[config.mk]
export PLATFORM = sky130hd
export DESIGN_NAME = muldiv_unit
export DESIGN_NICKNAME = d
export VERILOG_FILES = /design/src/rtl/muldiv_unit.sv
export SDC_FILE = /design/constraint.sdc
export NUM_CORES = 1
export LEC_CHECK = 0
export BUFFER_PORTS_ARGS = -buffer_cell sky130_fd_sc_hd__buf_2
export CAP_MARGIN = 20
export CORE_MARGIN = 1
export CORE_UTILIZATION = 40
export CTS_BUF_LIST = sky130_fd_sc_hd__clkbuf_8 sky130_fd_sc_hd__clkbuf_16
export DETAILED_ROUTE_END_ITERATION = 12
export SLEW_MARGIN = 20
export SYNTH_ARGS = -nofsm -noshare
export SYNTH_HDL_FRONTEND = slang
export SYNTH_SLANG_ARGS = --single-unit
[constraint.sdc]
create_clock -name clk -period 4.1 [get_ports clk]
set_input_delay 0.615 -clock clk [delete_from_list [all_inputs] [get_ports clk]]
set_output_delay 0.615 -clock clk [all_outputs]
set_load 0.03 [all_outputs]
[src/rtl/muldiv_unit.sv]
// muldiv_unit: iterative radix-2 multiply/divide for the EX stage.
// Optional MULDIV_EARLY_OUT_EN: multiply stops once remaining multiplier bits are zero.
module muldiv_unit #(
    parameter int WIDTH = 16,
    parameter int CNT_W = $clog2(WIDTH + 1)
) (
    input  logic             clk,
    input  logic             rst,
    input  logic             start,
    input  logic [1:0]       op,
    input  logic [WIDTH-1:0] a,
    input  logic [WIDTH-1:0] b,
    input  logic             flush,
    output logic             busy,
    output logic             done,
    output logic [WIDTH-1:0] result_lo,
    output logic [WIDTH-1:0] result_hi,
    output logic             div_by_zero
);

    localparam int W2 = 2 * WIDTH;

    typedef enum logic [1:0] {
        IDLE,
        RUN,
        FIX,
        DONE
    } state_t;

    state_t           state_q, state_d;
    logic [CNT_W-1:0] cnt_q, cnt_d;
    logic             div_q, div_d;
    logic             dz_q, dz_d;
    logic             neg_lo_q, neg_lo_d;
    logic             neg_hi_q, neg_hi_d;
    logic [W2-1:0]    acc_q, acc_d;
    logic [W2-1:0]    mc_q, mc_d;
    logic [WIDTH-1:0] mq_q, mq_d;
    logic [WIDTH-1:0] lo_q, lo_d;
    logic [WIDTH-1:0] hi_q, hi_d;
    logic             dbz_q, dbz_d;

    logic             a_neg, b_neg;
    logic [WIDTH-1:0] a_mag, b_mag;
    logic [WIDTH:0]   sh, dv, diff;
    logic [W2-1:0]    prod;
    logic             last;

    // Operand magnitudes and signs; only signed ops look at the sign bit.
    always_comb begin
        a_neg = op[0] & a[WIDTH-1];
        b_neg = op[0] & b[WIDTH-1];
        a_mag = a_neg ? -a : a;
        b_mag = b_neg ? -b : b;
    end

    // Next-state, datapath step and result fix-up.
    always_comb begin
        state_d  = state_q;
        cnt_d    = cnt_q;
        div_d    = div_q;
        dz_d     = dz_q;
        neg_lo_d = neg_lo_q;
        neg_hi_d = neg_hi_q;
        acc_d    = acc_q;
        mc_d     = mc_q;
        mq_d     = mq_q;
        lo_d     = lo_q;
        hi_d     = hi_q;
        dbz_d    = dbz_q;
        sh       = '0;
        dv       = '0;
        diff     = '0;
        prod     = '0;
        last     = 1'b0;
        unique case (state_q)
            IDLE: begin
                if (start && !flush) begin
                    div_d = op[1];
                    cnt_d = '0;
                    dbz_d = 1'b0;
                    acc_d = '0;
                    if (op[1]) begin
                        mc_d     = {{WIDTH{1'b0}}, b_mag};
                        mq_d     = a_mag;
                        neg_lo_d = a_neg ^ b_neg;
                        neg_hi_d = a_neg;
                    end else begin
                        mc_d     = {{WIDTH{1'b0}}, a_mag};
                        mq_d     = b_mag;
                        neg_lo_d = a_neg ^ b_neg;
                        neg_hi_d = a_neg ^ b_neg;
                    end
                    // Divide by zero skips iteration; raw dividend kept for hi.
                    if (op[1] && (b == '0)) begin
                        dz_d    = 1'b1;
                        acc_d   = {{WIDTH{1'b0}}, a};
                        state_d = FIX;
                    end else begin
                        dz_d    = 1'b0;
                        state_d = RUN;
                    end
                end
            end
            RUN: begin
                if (flush) begin
                    state_d = IDLE;
                end else begin
                    cnt_d = cnt_q + 1'b1;
                    if (div_q) begin
                        sh = {acc_q[WIDTH-1:0], mq_q[WIDTH-1]};
                        dv = {1'b0, mc_q[WIDTH-1:0]};
                        if (sh >= dv) begin
                            diff  = sh - dv;
                            acc_d = {{WIDTH{1'b0}}, diff[WIDTH-1:0]};
                            mq_d  = {mq_q[WIDTH-2:0], 1'b1};
                        end else begin
                            acc_d = {{WIDTH{1'b0}}, sh[WIDTH-1:0]};
                            mq_d  = {mq_q[WIDTH-2:0], 1'b0};
                        end
                    end else begin
                        if (mq_q[0]) begin
                            acc_d = acc_q + mc_q;
                        end
                        mc_d = mc_q << 1;
                        mq_d = mq_q >> 1;
                    end
                    last = (cnt_q == CNT_W'(WIDTH - 1));
`ifdef MULDIV_EARLY_OUT_EN
                    if (!div_q && (mq_q[WIDTH-1:1] == '0)) begin
                        last = 1'b1;
                    end
`else
`endif
                    if (last) begin
                        state_d = FIX;
                    end
                end
            end
            FIX: begin
                if (flush) begin
                    state_d = IDLE;
                end else begin
                    if (dz_q) begin
                        lo_d  = '1;
                        hi_d  = acc_q[WIDTH-1:0];
                        dbz_d = 1'b1;
                    end else if (div_q) begin
                        lo_d = neg_lo_q ? -mq_q : mq_q;
                        hi_d = neg_hi_q ? -acc_q[WIDTH-1:0]
                                        : acc_q[WIDTH-1:0];
                    end else begin
                        prod = neg_lo_q ? -acc_q : acc_q;
                        lo_d = prod[WIDTH-1:0];
                        hi_d = prod[W2-1:WIDTH];
                    end
                    state_d = DONE;
                end
            end
            DONE: begin
                state_d = IDLE;
            end
        endcase
    end

    // State and datapath registers.
    always_ff @(posedge clk or negedge rst) begin
        if (!rst) begin
            state_q  <= IDLE;
            cnt_q    <= '0;
            div_q    <= 1'b0;
            dz_q     <= 1'b0;
            neg_lo_q <= 1'b0;
            neg_hi_q <= 1'b0;
            acc_q    <= '0;
            mc_q     <= '0;
            mq_q     <= '0;
            lo_q     <= '0;
            hi_q     <= '0;
            dbz_q    <= 1'b0;
        end else begin
            state_q  <= state_d;
            cnt_q    <= cnt_d;
            div_q    <= div_d;
            dz_q     <= dz_d;
            neg_lo_q <= neg_lo_d;
            neg_hi_q <= neg_hi_d;
            acc_q    <= acc_d;
            mc_q     <= mc_d;
            mq_q     <= mq_d;
            lo_q     <= lo_d;
            hi_q     <= hi_d;
            dbz_q    <= dbz_d;
        end
    end

    assign busy        = (state_q == RUN) || (state_q == FIX);
    assign done        = (state_q == DONE);
    assign result_lo   = lo_q;
    assign result_hi   = hi_q;
    assign div_by_zero = dbz_q;

endmodule

### Yosys cells after proc, flatten, opt, wreduce, memory -nomap -nowiden

Cells that the tools add are included.

* memory bits (writable): 0
* memories kept: 0
* bits in latches: 0
* output and inout port bits: 35
* logic and storage cells: 93
* bits of input ports: 38
* register bits: 124
* memory bits (read-only): 0

* add/subtract/negate cells: 8
* $mul: 0
* muxes and demuxes: 42
* magnitude comparators: 1
* shift-type cells: 0
* div/mod/pow operators: 0
* bitwise gates (word level): 4
* reduce and logical (&&, ||, !) cells: 15
* eq/ne operators: 11

Operators with widths (count)
* $mux W32: 8
* $mux W16: 15
* $pmux W32 S2: 2
* $neg A16 Y16: 4
* $add A32 B32 Y32: 1
* $neg A32 Y32: 1
* $pmux W16 S2: 1
* $ge A17 B16 Y1: 1
* $logic_not A16 Y1: 1
* $sub A16 B16 Y16: 1
* $reduce_and A4 Y1: 3
* $mux W2: 5
* $mux W5: 2
* $ne A2 B2 Y1 const B: 5
* $pmux W5 S2: 1
* $pmux W2 S4: 1
* $mux W1: 6
* $ne A3 B3 Y1 const B: 2
* $reduce_and A2 Y1: 3
* $add A5 B1 Y5 const B: 1
* $eq A5 B4 Y1 const B: 1
* $eq A2 B2 Y1 const B: 2
* $reduce_bool A2 Y1: 2
* $reduce_and A3 Y1: 1
* 9 further kinds: 11

### Depth between registers and ports, before layout

Gate-level depths: netlist (run 1).

* depth in word-level cells: 5
* mapped depth: 13
* depth with buffers taken out: 12

### Least setup slack after synthesis (run 1)

No wires, ideal clock.

* path kind: reg-to-reg
* start: reg mc_q[1]
* end: reg acc_q[4]
* data arrival time: 2.681 ns
* path slack: 1.285 ns
* data required time: 3.966 ns
* path buffers: 1
* stages on the path, launching flop included: 13
* setup time: 0.134 ns
* period minus slack after synthesis: 2.815 ns
* cell sequence: dfrtp_1 inv_1 ha_1 nor2b_1 o21ai_0 a21boi_1 o31ai_1 a21oi_1 o21ai_1 buf_2 mux2_2 a222oi_1 o21ai_0

* word-level cells in the longest chain between the ends: 5
* elaborated cells on any way between the ends: 8
* those cells by class: add/sub (2); order compare (1); mux (5)

Ends and longest elaborated chain
* start, declared: RTL line 37 `logic [W2-1:0] mc_q, mc_d;`
* start signal, assigned: RTL line 189 `mc_q <= mc_d;`
* $add A32 B32 Y32 (tied with other cells): RTL line 123 `acc_d = acc_q + mc_q;`
* $mux W32 or $mux W16 (tied branches): RTL line 122, 113
* $mux W32 *: RTL line 110 `if (div_q) begin`
* $mux W32 *: RTL line 106 `if (flush) begin`
* $pmux W32 S2 *: RTL line 76 `unique case (state_q)`
* end signal, assigned: RTL line 175 `acc_q <= '0;`
* end signal, assigned: RTL line 188 `acc_q <= acc_d;`
* end, declared: RTL line 36 `logic [W2-1:0] acc_q, acc_d;`

Mark *: on every way between the ends. The rest lies on a longest branch, timed or not. The select of a mux whose other input is x is not followed.
A chain may end at the register's enable or synchronous reset.

### Worst setup path after layout (run 1)

* start: reg mq_q[15]
* end: reg acc_q[14]

* word-level cells in the longest chain between the ends: 5
* elaborated cells on any way between the ends: 6
* those cells by class: add/sub (1); order compare (1); mux (4)

Ends and longest elaborated chain
* start, declared: RTL line 38 `logic [WIDTH-1:0] mq_q, mq_d;`
* start signal, assigned: RTL line 190 `mq_q <= mq_d;`
* $sub A16 B16 Y16 or $ge A17 B16 Y1 (tied branches): RTL line 114, 113
* $mux W16 *: RTL line 113 `if (sh >= dv) begin`
* $mux W32 *: RTL line 110
* $mux W32 *: RTL line 106
* $pmux W32 S2 *: RTL line 76

Marked as above.

==> summary.md, run 1 <==
| Metric | Value |
|---|---|
| Status | finished clean |
| Crit path required time | 4.45 ns |
| Yosys cell types | 80 |
| Endpoints failing setup | 0 |
| GP Congestion | 0.911 |
| Fmax | 0.276 GHz |
| Max-slew violation count | 0 |
| Hold Vio Cnt, Final | 0 |
| Pwr per Cell Area | 789 nW/um2 |
| WL per Instance | 19.5 um |
| Worst-Skew Late Latency | 0.43 ns |
| Largest net degree at the start of global routing | 70 |
| TritonCTS clock tree | yes |
| Clk sinks | 124 |
| CP endpoint kind | flip-flop |
| Max-cap viol count | 0 |
| Synth warn | 0 |
| Initial antenna violation count | 0 |
| IO Count | 73 |
| Final TNS setup | 0 ns |
| Max Buffers Root-to-Sink | 2 |
| Worst Path Class, Setup | reg2reg |
| CP cell instances | inv_1 > ha_1 > fa_1 > nor2b_1 > o21ai_0 > a21boi_1 > o221ai_1 > a2111oi_0 > o21ai_0 > nor3b_1 > o31ai_1 > a2bb2oi_1 |
| Hold buffers post-CTS | 0 |
| Post-CTS sizing | 0 |
| Grt total ovfl | 0 |
| Tcrit/Tclk final | 88.3% |
| Type of origin of the critical path | flip-flop |
| HPWL Detailed | 24200 um |
| FFs w/ async S/R, synth | 100% |
| Drt drc | 0 |
| Root Buffer | clkbuf_16 |
| Num rows | 58 |
| RSZ-0062 raised after global routing | false |
| Max VDD drop | 0.439 mV |
| Die Y | 163 um |
| EDFF count, synth | 0 |
| Post-CTS Setup Repair Bufs | 0 |
| Syn Nets | 1356 |
| Number of global-route vias before repair | 9108 |
| Synth area leaders | dfrtp_1 (30%), ha_1 (6.9%), xnor2_1 (6.0%) |
| Initial cell density of the core | 41.1% |
| Fin area | 11700 um2 |
| Tmin final | 3.62 ns |
| Post-Syn Area | 10400 um2 |
| CTS buffer count | 17 |
| CP max stage delay | 0.87 ns |
| Kind of cell adding the most delay to the critical path | compound AO/OA/AOI/OAI gates |
| Post-Place Cell Area | 11100 um2 |
| Chip width | 163 um |
| Worst Skew | 0.0122 ns |
| First-pass GRT wire length | 51400 um |
| Slew margin rel. | 29.1% |
| ANT cells | 0 |
| Yosys top cell area share | 29.8% |
| Synthesized instance count | 1259 |
| Worst hold path class | in2async |
| Layout cells sized above 1 | 13.9% |
| Via count | 9715 |
| WP data arrival | 3.97 ns |
| Die Footprint | 26700 um2 |
| TritonRoute pass-1 iters | 6 |
| Worst-Margin Slew | 1.06 ns |
| Synthesized area per cell | 8.26 um2 |
| Seq cells post-synth | 124 |
| Global Route Usage Sum | 24.9% |
| Final net count | 1394 |
| CP max FO | 3 |
| Via-per-instance ratio | 5.93 |
| WL final | 31900 um |
| Crit-path slowest cell | a2111oi_0 |
| Area Growth Syn to Fin | 12.4% |
| Clock slew at reported path FFs | 0.07 ns |
| LEAKAGE | 5.13 nW |
| CP bufs+invs | 1 |
| Sequential element share of the synthesized area | 29.8% |
| Core box area | 25300 um2 |
| H-tree lvl count | 4 |
| Area leader, netlist | dfrtp_1 |
| Crit-path most repeated cell | o21ai_0 |
| Drt first-iter violations | 975 |
| Most used flip-flop cell after synthesis | dfrtp_1 |
| IO buf count | 72 |
| Detail Route Antenna Nets | 0 |
[routing by layer]
metal / track usage, % / vias up / share of wire (%)
met3: 3.78 / 50 / 6.3
met4: 9.98 / 0 / 3.1
li1: - / 4681 / -
met5: 0 / - / 0
met2: 36.3 / 342 / 43
met1: 36.4 / 4642 / 48
[cells by family after synthesis]
kind of cell             Yosys count  synth area share, %
AO/OA/AOI/OAI                    434                 27.4
AND/OR/NAND/NOR                  365                 17.6
buffers and inverters            134                 5.11
flip-flops                       124                 29.8
XOR/XNOR                         106                 8.93
adder cells (fa/ha/maj)           59                 7.24
multiplexers                      37                 3.89
[state kept, by name, summed over array words and instances (netlist names)]
name / count
dz_q: 1
state_q: 2
cnt_q: 5
acc_q: 32
div_q: 1
mc_q: 32
neg_lo_q: 1
mq_q: 16
div_by_zero: 1
neg_hi_q: 1
result_hi: 16
result_lo: 16
[worst paths after layout]
| check | from | endpoint | slack, ns | cells after the start |
|---|---|---|---|---|
| worst max-delay path | mq_q[15]$_DFFE_PN0P_ | acc_q[14]$_DFFE_PN0P_ | 0.48 | 12 |
| worst min-delay path | rst | state_q[1]$_DFFE_PN0P_ | 0.08 | 1 |
| worst max register to register | mq_q[15]$_DFFE_PN0P_ | acc_q[14]$_DFFE_PN0P_ | 0.48 | 12 |
| worst min register to register | result_lo[1]$_DFFE_PN0P_ | result_lo[1]$_DFFE_PN0P_ | 0.47 | 2 |
| max in group asynchronous | rst | acc_q[22]$_DFFE_PN0P_ | 3.41 | 2 |
| min in group clk | result_lo[1]$_DFFE_PN0P_ | result_lo[1]$_DFFE_PN0P_ | 0.47 | 2 |
[cell usage in the layout, fill, tap and decap left out, types with 5 or more instances in the layout]
master / Yosys / final
nor3_1: 21 / 21
or3_1: 7 / 7
a211oi_1: 41 / 41
nand2b_1: 18 / 18
o311ai_0: 8 / 8
o21ai_1: 7 / 7
dfrtp_1: 124 / 123
a21oi_1: 94 / 93
buf_2: 3 / 71
a222oi_1: 8 / 8
nand2_1: 128 / 128
xnor2_1: 71 / 71
a22o_1: 17 / 17
a31oi_1: 23 / 23
ha_1: 57 / 56
a22oi_1: 9 / 9
nor2b_1: 7 / 6
xor2_1: 35 / 35
mux2_2: 17 / 17
o41ai_1: 5 / 5
o31ai_1: 16 / 16
o21bai_1: 10 / 10
nand3_1: 19 / 19
o22ai_1: 5 / 5
nand4_1: 9 / 9
clkbuf_16: 0 / 17
o221ai_1: 17 / 17
mux2i_1: 19 / 19
or2_2: 6 / 6
buf_4: 0 / 24
a21o_1: 18 / 18
nor2_1: 81 / 81
o21ai_0: 119 / 119
inv_1: 52 / 52
and3_1: 17 / 17
nor3b_1: 5 / 5
and2_1: 20 / 20
[synthesized netlist by cell type, types with 10 or more instances]
library cell    n
a21oi_1        94
nor2_1         81
a21o_1         18
mux2i_1        19
o221ai_1       17
a31oi_1        23
nand2_1       128
a211oi_1       41
nand3_1        19
xnor2_1        71
and2_1         20
nor3_1         21
o21ai_0       119
xor2_1         35
mux2_2         17
clkbuf_1       64
a22o_1         17
o21bai_1       10
nand2b_1       18
and3_1         17
o31ai_1        16
inv_1          52
dfrtp_1       124
ha_1           57
[stage by stage]
step / hold slack (ns) / util (%) / std cells / worst slack, ns / power (W)
final: 0.0801 / 46.2 / 1639 / 0.481 / 0.00922
after global routing: 0.0908 / 46.2 / 1639 / 0.0812 / 0.00995
after CTS: 0.371 / 46.0 / 1638 / 0.574 / 0.00918
after detailed placement: 0.466 / 43.7 / 1607 / 0.599 / 0.00764
after global placement: 0.456 / 43.7 / 1607 / 0.701 / 0.00760
after floorplan: 0.319 / - / 1259 / 1.28 / 0.00611
[cell type report]
| type | count | area, um2 |
|---|---|---|
| clock buffer | 18 | 439 |
| inverter | 55 | 206 |
| fill | 2507 | 13600 |
| sequential | 124 | 3100 |
| multi-input combinational | 1001 | 6780 |
| clock inverter | 13 | 141 |
| timing repair buffer | 98 | 603 |
| tap | 330 | 413 |
[power by group]
group / internal [W] / switching (W)
clock: 0.000910 / 0.000608
sequential: 0.00164 / 0.000550
combinational: 0.00214 / 0.00338
total: 0.00469 / 0.00454
(Power assumes the default switching activity.)
==> run 2: changes to the inputs <==
Settings changed: ABC_AREA set to 1.
==> summary.md, run 2 <==
| Metric | Value |
|---|---|
| Max-slew violation count | 0 (unchanged) |
| Clock slew at reported path FFs | 0.06 ns (about the same) |
| Max VDD drop | 0.450 mV (+2.5%) |
| Count leader, synth | nand2_1 |
| Num rows | 63 (+8.6%) |
| Final net count | 2081 (+49%) |
| GP Congestion | 0.953 (+4.5%) |
| Worst Path Class, Setup | reg2reg |
| WP data arrival | 3.40 ns (-0.57 ns) |
| CP cell instances | inv_1 > ha_1 > buf_4 > inv_2 > nand2_1 > nand2_2 > nand2_2 > a21oi_4 > inv_2 > nor2_1 > nand2_1 > inv_1 > a21boi_2 |
| First-pass GRT wire length | 68000 um (+32%) |
| Crit path required time | 4.43 ns (-0.02 ns) |
| TritonCTS clock tree | yes |
| Max-cap viol count | 0 (unchanged) |
| Seq cells post-synth | 124 (unchanged) |
| Synthesized instance count | 1944 (+54%) |
| CTS buffer count | 17 (unchanged) |
| Crit-path slowest cell | a21oi_4 |
| Worst-Skew Late Latency | 0.44 ns (about the same) |
| Initial cell density of the core | 40.8% (-0.28 points) |
| CP max FO | 32 (+29) |
| Core box area | 29700 um2 (+17%) |
| Hold Vio Cnt, Final | 0 (unchanged) |
| Global Route Usage Sum | 28.3% (+3.4 points) |
| Worst Skew | 0.00761 ns (-0.00460 ns) |
| Synth warn | 0 (unchanged) |
| Detail Route Antenna Nets | 0 (unchanged) |
| Pwr per Cell Area | 870 nW/um2 (+10%) |
| Largest registers | acc_q: 32 flops, mc_q: 32 flops |
| Type of origin of the critical path | flip-flop |
| Synth area leaders | dfrtp_1 (26%), nand2_1 (18%), nand3_1 (8.9%) |
| RSZ-0062 raised after global routing | false |
| Die Footprint | 31000 um2 (+16%) |
| Initial antenna violation count | 0 (unchanged) |
| Post-CTS sizing | 0 (unchanged) |
| EDFF count, synth | 0 (unchanged) |
| Hold buffers post-CTS | 0 (unchanged) |
| Chip width | 176 um (+7.8%) |
| Tmin final | 3.07 ns (-0.546 ns) |
| Area Growth Syn to Fin | 10.3% |
| Fmax | 0.325 GHz (+18%) |
| WL per Instance | 18.0 um (-7.6%) |
| Most used flip-flop cell after synthesis | dfrtp_1 |
| Grt total ovfl | 0 (unchanged) |
| Clk sinks | 124 (unchanged) |
| ANT cells | 0 (unchanged) |
| LEAKAGE | 6.73 nW (+31%) |
| Largest net degree at the start of global routing | 111 (+59%) |
| Yosys cell types | 58 (-28%) |
| Max Buffers Root-to-Sink | 2 (unchanged) |
| HPWL Detailed | 33900 um (+40%) |
| Layout cells sized above 1 | 10.2% (-3.7 points) |
| CP max stage delay | 0.47 ns (-0.40 ns) |
| Worst-Margin Slew | 1.07 ns (+0.00802 ns) |
| Reg area | 3100 um2 (about the same) |
| Root Buffer | clkbuf_16 |
| Syn Nets | 2041 (+51%) |
| Worst hold path class | in2async |
| Area of the multi-input gates | 7730 um2 (+14%) |
| Commonest non-fill, non-tap cell in the layout | nand2_1 |
| Post-synth top cells | nand2_1 (576), inv_1 (240), nand3_1 (215) |
| Post-Syn Area | 12100 um2 (+17%) |
| Status | finished clean |
| Die Y | 176 um (+7.8%) |
| Synthesized area per cell | 6.23 um2 (-25%) |
| Drt first-iter violations | 1097 (+13%) |
| H-tree lvl count | 4 (unchanged) |
| Final TNS setup | 0 ns (unchanged) |
| Post-CTS Setup Repair Bufs | 0 (unchanged) |
| Via count | 13100 (+34%) |
| Number of global-route vias before repair | 12500 (+37%) |
| Slew margin rel. | 28.9% (-0.21 points) |
| Filler cells | 3176 (+27%) |
| Area leader, netlist | dfrtp_1 |
| Tcrit/Tclk final | 74.9% (-13 points) |
| Endpoints failing setup | 0 (unchanged) |
| FFs w/ async S/R, synth | 100% (unchanged) |
| Drt drc | 0 (unchanged) |
| IO Count | 73 (unchanged) |
| Most frequent cells in the layout | nand2_1 (576), inv_1 (240), nand3_1 (215) |
| Reg2reg path depth | 13 (+1) |
| WL final | 43000 um (+35%) |
| Yosys top cell area share | 25.6% (-4.2 points) |
| Via-per-instance ratio | 5.47 (-7.7%) |
| Total power | 0.0116 W (+26%) |
| CP endpoint kind | flip-flop |
| Sequential element share of the synthesized area | 25.6% (-4.2 points) |
| TritonRoute pass-1 iters | 5 (-1) |
| IO buf count | 72 (unchanged) |
-- run 2: changes by cell type after synthesis, moves of 39 or more --
cell | previous run | this run
clkbuf_1 | 64 | 25
nand3_1 | 19 | 215
nor2_1 | 81 | 160
a21oi_1 | 94 | 135
inv_1 | 52 | 240
nand2_1 | 128 | 576
xnor2_1 | 71 | 7
a211oi_1 | 41 | 1
-- run 2: worst paths after layout --
| check | startpoint | to | slack [ns] |
|---|---|---|---|
| worst max-delay path | state_q[1]$_DFFE_PN0P_ | acc_q[9]$_DFFE_PN0P_ | 1.03 |
| worst min-delay path | rst | acc_q[28]$_DFFE_PN0P_ | 0.04 |
| worst max register to register | state_q[1]$_DFFE_PN0P_ | acc_q[9]$_DFFE_PN0P_ | 1.03 |
| worst min register to register | result_hi[5]$_DFFE_PN0P_ | result_hi[5]$_DFFE_PN0P_ | 0.47 |
| max in group asynchronous | rst | mc_q[11]$_DFFE_PN0P_ | 3.16 |
| min in group clk | result_hi[5]$_DFFE_PN0P_ | result_hi[5]$_DFFE_PN0P_ | 0.47 |
-- run 2: routing by layer --
| metal | GRT usage, % | part of all wire, % |
|---|---|---|
| met5 | 0 | 0 |
| met4 | 11.2 | 3.4 |
| met3 | 4.13 | 6.0 |
| met2 | 47.6 | 47 |
| met1 | 36.2 | 43 |
-- run 2: final cells by class --
type,instances,share of cell area [%]
inverters,253,7.14
clock inverters,15,1.47
multi-input cells,1504,57.9
repair buffers,84,3.48
clock buffers,17,3.18
flip-flops and latches,124,23.2
well taps,390,3.65
-- run 2: cells by family after synthesis --
logic type / count (synthesis) / synth area share [%]
simple gates: 1071 / 39.0
fa+ha+maj: 59 / 6.21
flops: 124 / 25.6
buf+inv: 316 / 10.6
compound gates: 346 / 16.6
xor+xnor: 28 / 2.02
-- run 2: critical path: cells and delay by family (launching register included) --
kind | cells | cell delay (ns)
AND/OR/NAND/NOR | 5 | 0.69
flip-flops | 1 | 0.37
adder cells (fa/ha/maj) | 1 | 0.18
buffers and inverters | 5 | 1.15
AO/OA/AOI/OAI | 2 | 0.52
-- run 2: per-stage QoR --
stage / utilization, % / hold slack (ns) / setup slack (ns) / area, um2 / cells
finish: 45.0 / 0.0367 / 1.03 / 13400 / 2387
detailed placement: 42.9 / 0.461 / 1.03 / 12700 / 2355
global placement: 42.9 / 0.460 / 1.12 / 12700 / 2355
floorplan: - / 0.319 / 2.18 / 12100 / 1944
CTS: 45.0 / 0.0375 / 1.03 / 13400 / 2387
global route: 45.0 / 0.0500 / 0.789 / 13400 / 2387
-- run 2: report_power, final --
part | switching (W) | internal, W | total, W
sequential | 0.000579 | 0.00168 | 0.00225
combinational | 0.00531 | 0.00242 | 0.00773
clock | 0.000623 | 0.00102 | 0.00164
total | 0.00651 | 0.00511 | 0.0116
==> run 3: changes to the inputs <==
Clock period 4.1 ns to 2.6 ns, I/O delays scaled along.
==> summary.md, run 3 (same netlist as run 2, synthesis figures left out) <==
| Metric | Value |
|---|---|
| WP data arrival | 2.72 ns (-0.68 ns) |
| Most frequent cells in the layout | nand2_1 (576), inv_1 (241), nand3_1 (215) |
| Initial antenna violation count | 1 (+1) |
| Area Growth Syn to Fin | 12.0% |
| CP max FO | 8 (-75%) |
| Placed cells | 2388 (+1.4%) |
| Worst-Margin Slew | 0.670 ns (-0.397 ns) |
| Max-cap viol count | 0 (unchanged) |
| Type of origin of the critical path | flip-flop |
| Tcrit/Tclk final | 92.1% (+17 points) |
| Max Buffers Root-to-Sink | 2 (unchanged) |
| Post-CTS sizing | 0 (unchanged) |
| Layout cells sized above 1 | 11.6% (+1.4 points) |
| TritonCTS clock tree | yes |
| HPWL Detailed | 36400 um (+7.5%) |
| Worst Path Class, Setup | reg2reg |
| Hold wc startpoint | a[3] |
| Global Route Usage Sum | 29.9% (+1.6 points) |
| Pwr per Cell Area | 1390 nW/um2 (+60%) |
| IO buf count | 72 (unchanged) |
| WHS | 0.352 ns (+0.315 ns) |
| Clk sinks | 124 (unchanged) |
| CP cell instances | inv_1 > ha_1 > nand3_2 > nor2_4 > nand2_1 > xor2_1 > nand2_1 > a21oi_1 > o21ai_0 > nand2_1 > inv_1 |
| Status | finished clean |
| CP bufs+invs | 2 (-3) |
| Grt total ovfl | 0 (unchanged) |
| Drt first-iter violations | 1262 (+15%) |
| WHS Endpoint | acc_q[3]$_DFFE_PN0P_ |
| Worst-Skew Late Latency | 0.44 ns (about the same) |
| Post-route insts no fill | 2421 (+1.4%) |
| R2r endpoint | result_lo[12]$_DFFE_PN0P_ |
| Largest net degree at the start of global routing | 57 (-49%) |
| WL per Instance | 18.8 um (+4.3%) |
| Worst hold path class | in2reg |
| Initial cell density of the core | 40.8% (unchanged) |
| GP Congestion | 0.964 (+1.2%) |
| Hold Vio Cnt, Final | 0 (unchanged) |
| Crit-path most repeated cell | nand2_1 |
| First-pass GRT wire length | 70300 um (+3.4%) |
| Num rows | 63 (unchanged) |
| Kind of cell adding the most delay to the critical path | simple AND/OR/NAND/NOR gates |
| Detail Route Antenna Nets | 0 (unchanged) |
| Commonest non-fill, non-tap cell in the layout | nand2_1 |
| Endpoints failing setup | 0 (unchanged) |
| Crit path required time | 2.93 ns (-1.50 ns) |
| Filler cells | 3248 (+2.3%) |
| WHS Path Cells | 3 |
| Critical path origin | acc_q[0]$_DFFE_PN0P_ |
| CP max stage delay | 0.48 ns (about the same) |
| Clock slew at reported path FFs | 0.07 ns (about the same) |
| Drt drc | 0 (unchanged) |
| WL final | 45500 um (+5.8%) |
| Die Footprint | 31000 um2 (unchanged) |
| Worst r2r src | acc_q[0]$_DFFE_PN0P_ |
| TritonRoute pass-1 iters | 6 (+1) |
| Reg2reg path depth | 11 (-2) |
| Final TNS setup | 0 ns (unchanged) |
| IO Count | 73 (unchanged) |
| Worst Skew | 0.0212 ns (+0.0136 ns) |
| Max VDD drop | 0.548 mV (+22%) |
| R2r setup slk | 0.20 ns (-0.82 ns) |
| Core box area | 29700 um2 (unchanged) |
| Via-per-instance ratio | 5.48 (+0.18%) |
| CTS buffer count | 17 (unchanged) |
| Chip width | 176 um (unchanged) |
| Via count | 13300 (+1.6%) |
| CP endpoint kind | flip-flop |
| Crit-path slowest cell | dfrtp_1 |
| Root Buffer | clkbuf_16 |
| Number of global-route vias before repair | 12700 (+2.3%) |
| LEAKAGE | 6.86 nW (+2.0%) |
| Final net count | 2115 (+1.6%) |
| Fmax | 0.418 GHz (+28%) |
| ANT cells | 0 (unchanged) |
| Slew margin rel. | 55.3% (+26 points) |
| RSZ-0062 raised after global routing | false |
| Die Y | 176 um (unchanged) |
| Tmin final | 2.40 ns (-0.678 ns) |
| Max-slew violation count | 0 (unchanged) |
| Largest registers | acc_q: 32 flops, mc_q: 32 flops |
| H-tree lvl count | 4 (unchanged) |
-- run 3: changes by cell type in the layout (fill, tap and decap cells not counted), sizes merged --
| cell | change |
|---|---|
| clkinvlp | +2 |
| buf | +33 |
| dlygate4sd3 | +1 |
| clkbuf | +1 |
| bufinv | -3 |
-- run 3: area by class of cell --
| type | count | area [um2] | share of cell area, % |
|---|---|---|---|
| clock buffer | 18 | 439 | 3.23 |
| clock inverter | 14 | 124 | 0.912 |
| inverter | 253 | 955 | 7.03 |
| multi-input combinational | 1504 | 7730 | 57.0 |
| sequential | 124 | 3100 | 22.9 |
| tap | 390 | 488 | 3.59 |
| timing repair buffer | 118 | 736 | 5.42 |
-- run 3: tightest hold or removal path, stage by stage --
cell,delay (ns)
buf_2,0.13
a21oi_1,0.09
a21boi_2,0.12
-- run 3: routing by layer --
metal | share of wire [%] | routed length [um] | track usage, % | vias to the layer above
met5 | 0.026 | 12 | 0 | -
met3 | 6.4 | 2920 | 5.94 | 93
met2 | 46 | 20900 | 48.4 | 446
li1 | - | - | - | 6536
met4 | 3.9 | 1790 | 12.6 | 2
met1 | 44 | 19900 | 38.6 | 6198
-- run 3: how the worst max path moves through the flow --
stage                     slack [ns]  cells after the start                         to
final                           0.20                     11  result_lo[12]$_DFFE_PN0P_
after global routing          0.0004                     11  result_lo[12]$_DFFE_PN0P_
after CTS                       0.21                     11  result_lo[12]$_DFFE_PN0P_
after detailed placement        0.23                      9        mc_q[8]$_DFFE_PN0P_
after global placement          0.15                     10      acc_q[15]$_DFFE_PN0P_
after floorplan                 0.68                      9       acc_q[4]$_DFFE_PN0P_
-- run 3: timing repair --
| action | 4_1_cts | 5_1_grt |
|---|---|---|
| hold buffers | 1 | 0 |
| hold endpoints to repair | 7 | 0 |
| setup buffers | 0 | 0 |
-- run 3: where the power goes --
group          total (W)  internal, W  switching, W
Combinational     0.0132      0.00412       0.00903
Sequential       0.00343      0.00265      0.000786
Clock            0.00230      0.00134      0.000962
Total             0.0189      0.00811        0.0108
-- run 3: metrics by stage --
step | utilization, % | power (W) | setup slack, ns | area (um2)
finish | 45.7 | 0.0189 | 0.205 | 13600
floorplan | - | 0.0123 | 0.680 | 12100
global route | 45.7 | 0.0204 | 0.000400 | 13600
detailed placement | 43.8 | 0.0164 | 0.231 | 13000
global placement | 43.8 | 0.0164 | 0.152 | 13000
CTS | 45.7 | 0.0187 | 0.207 | 13600
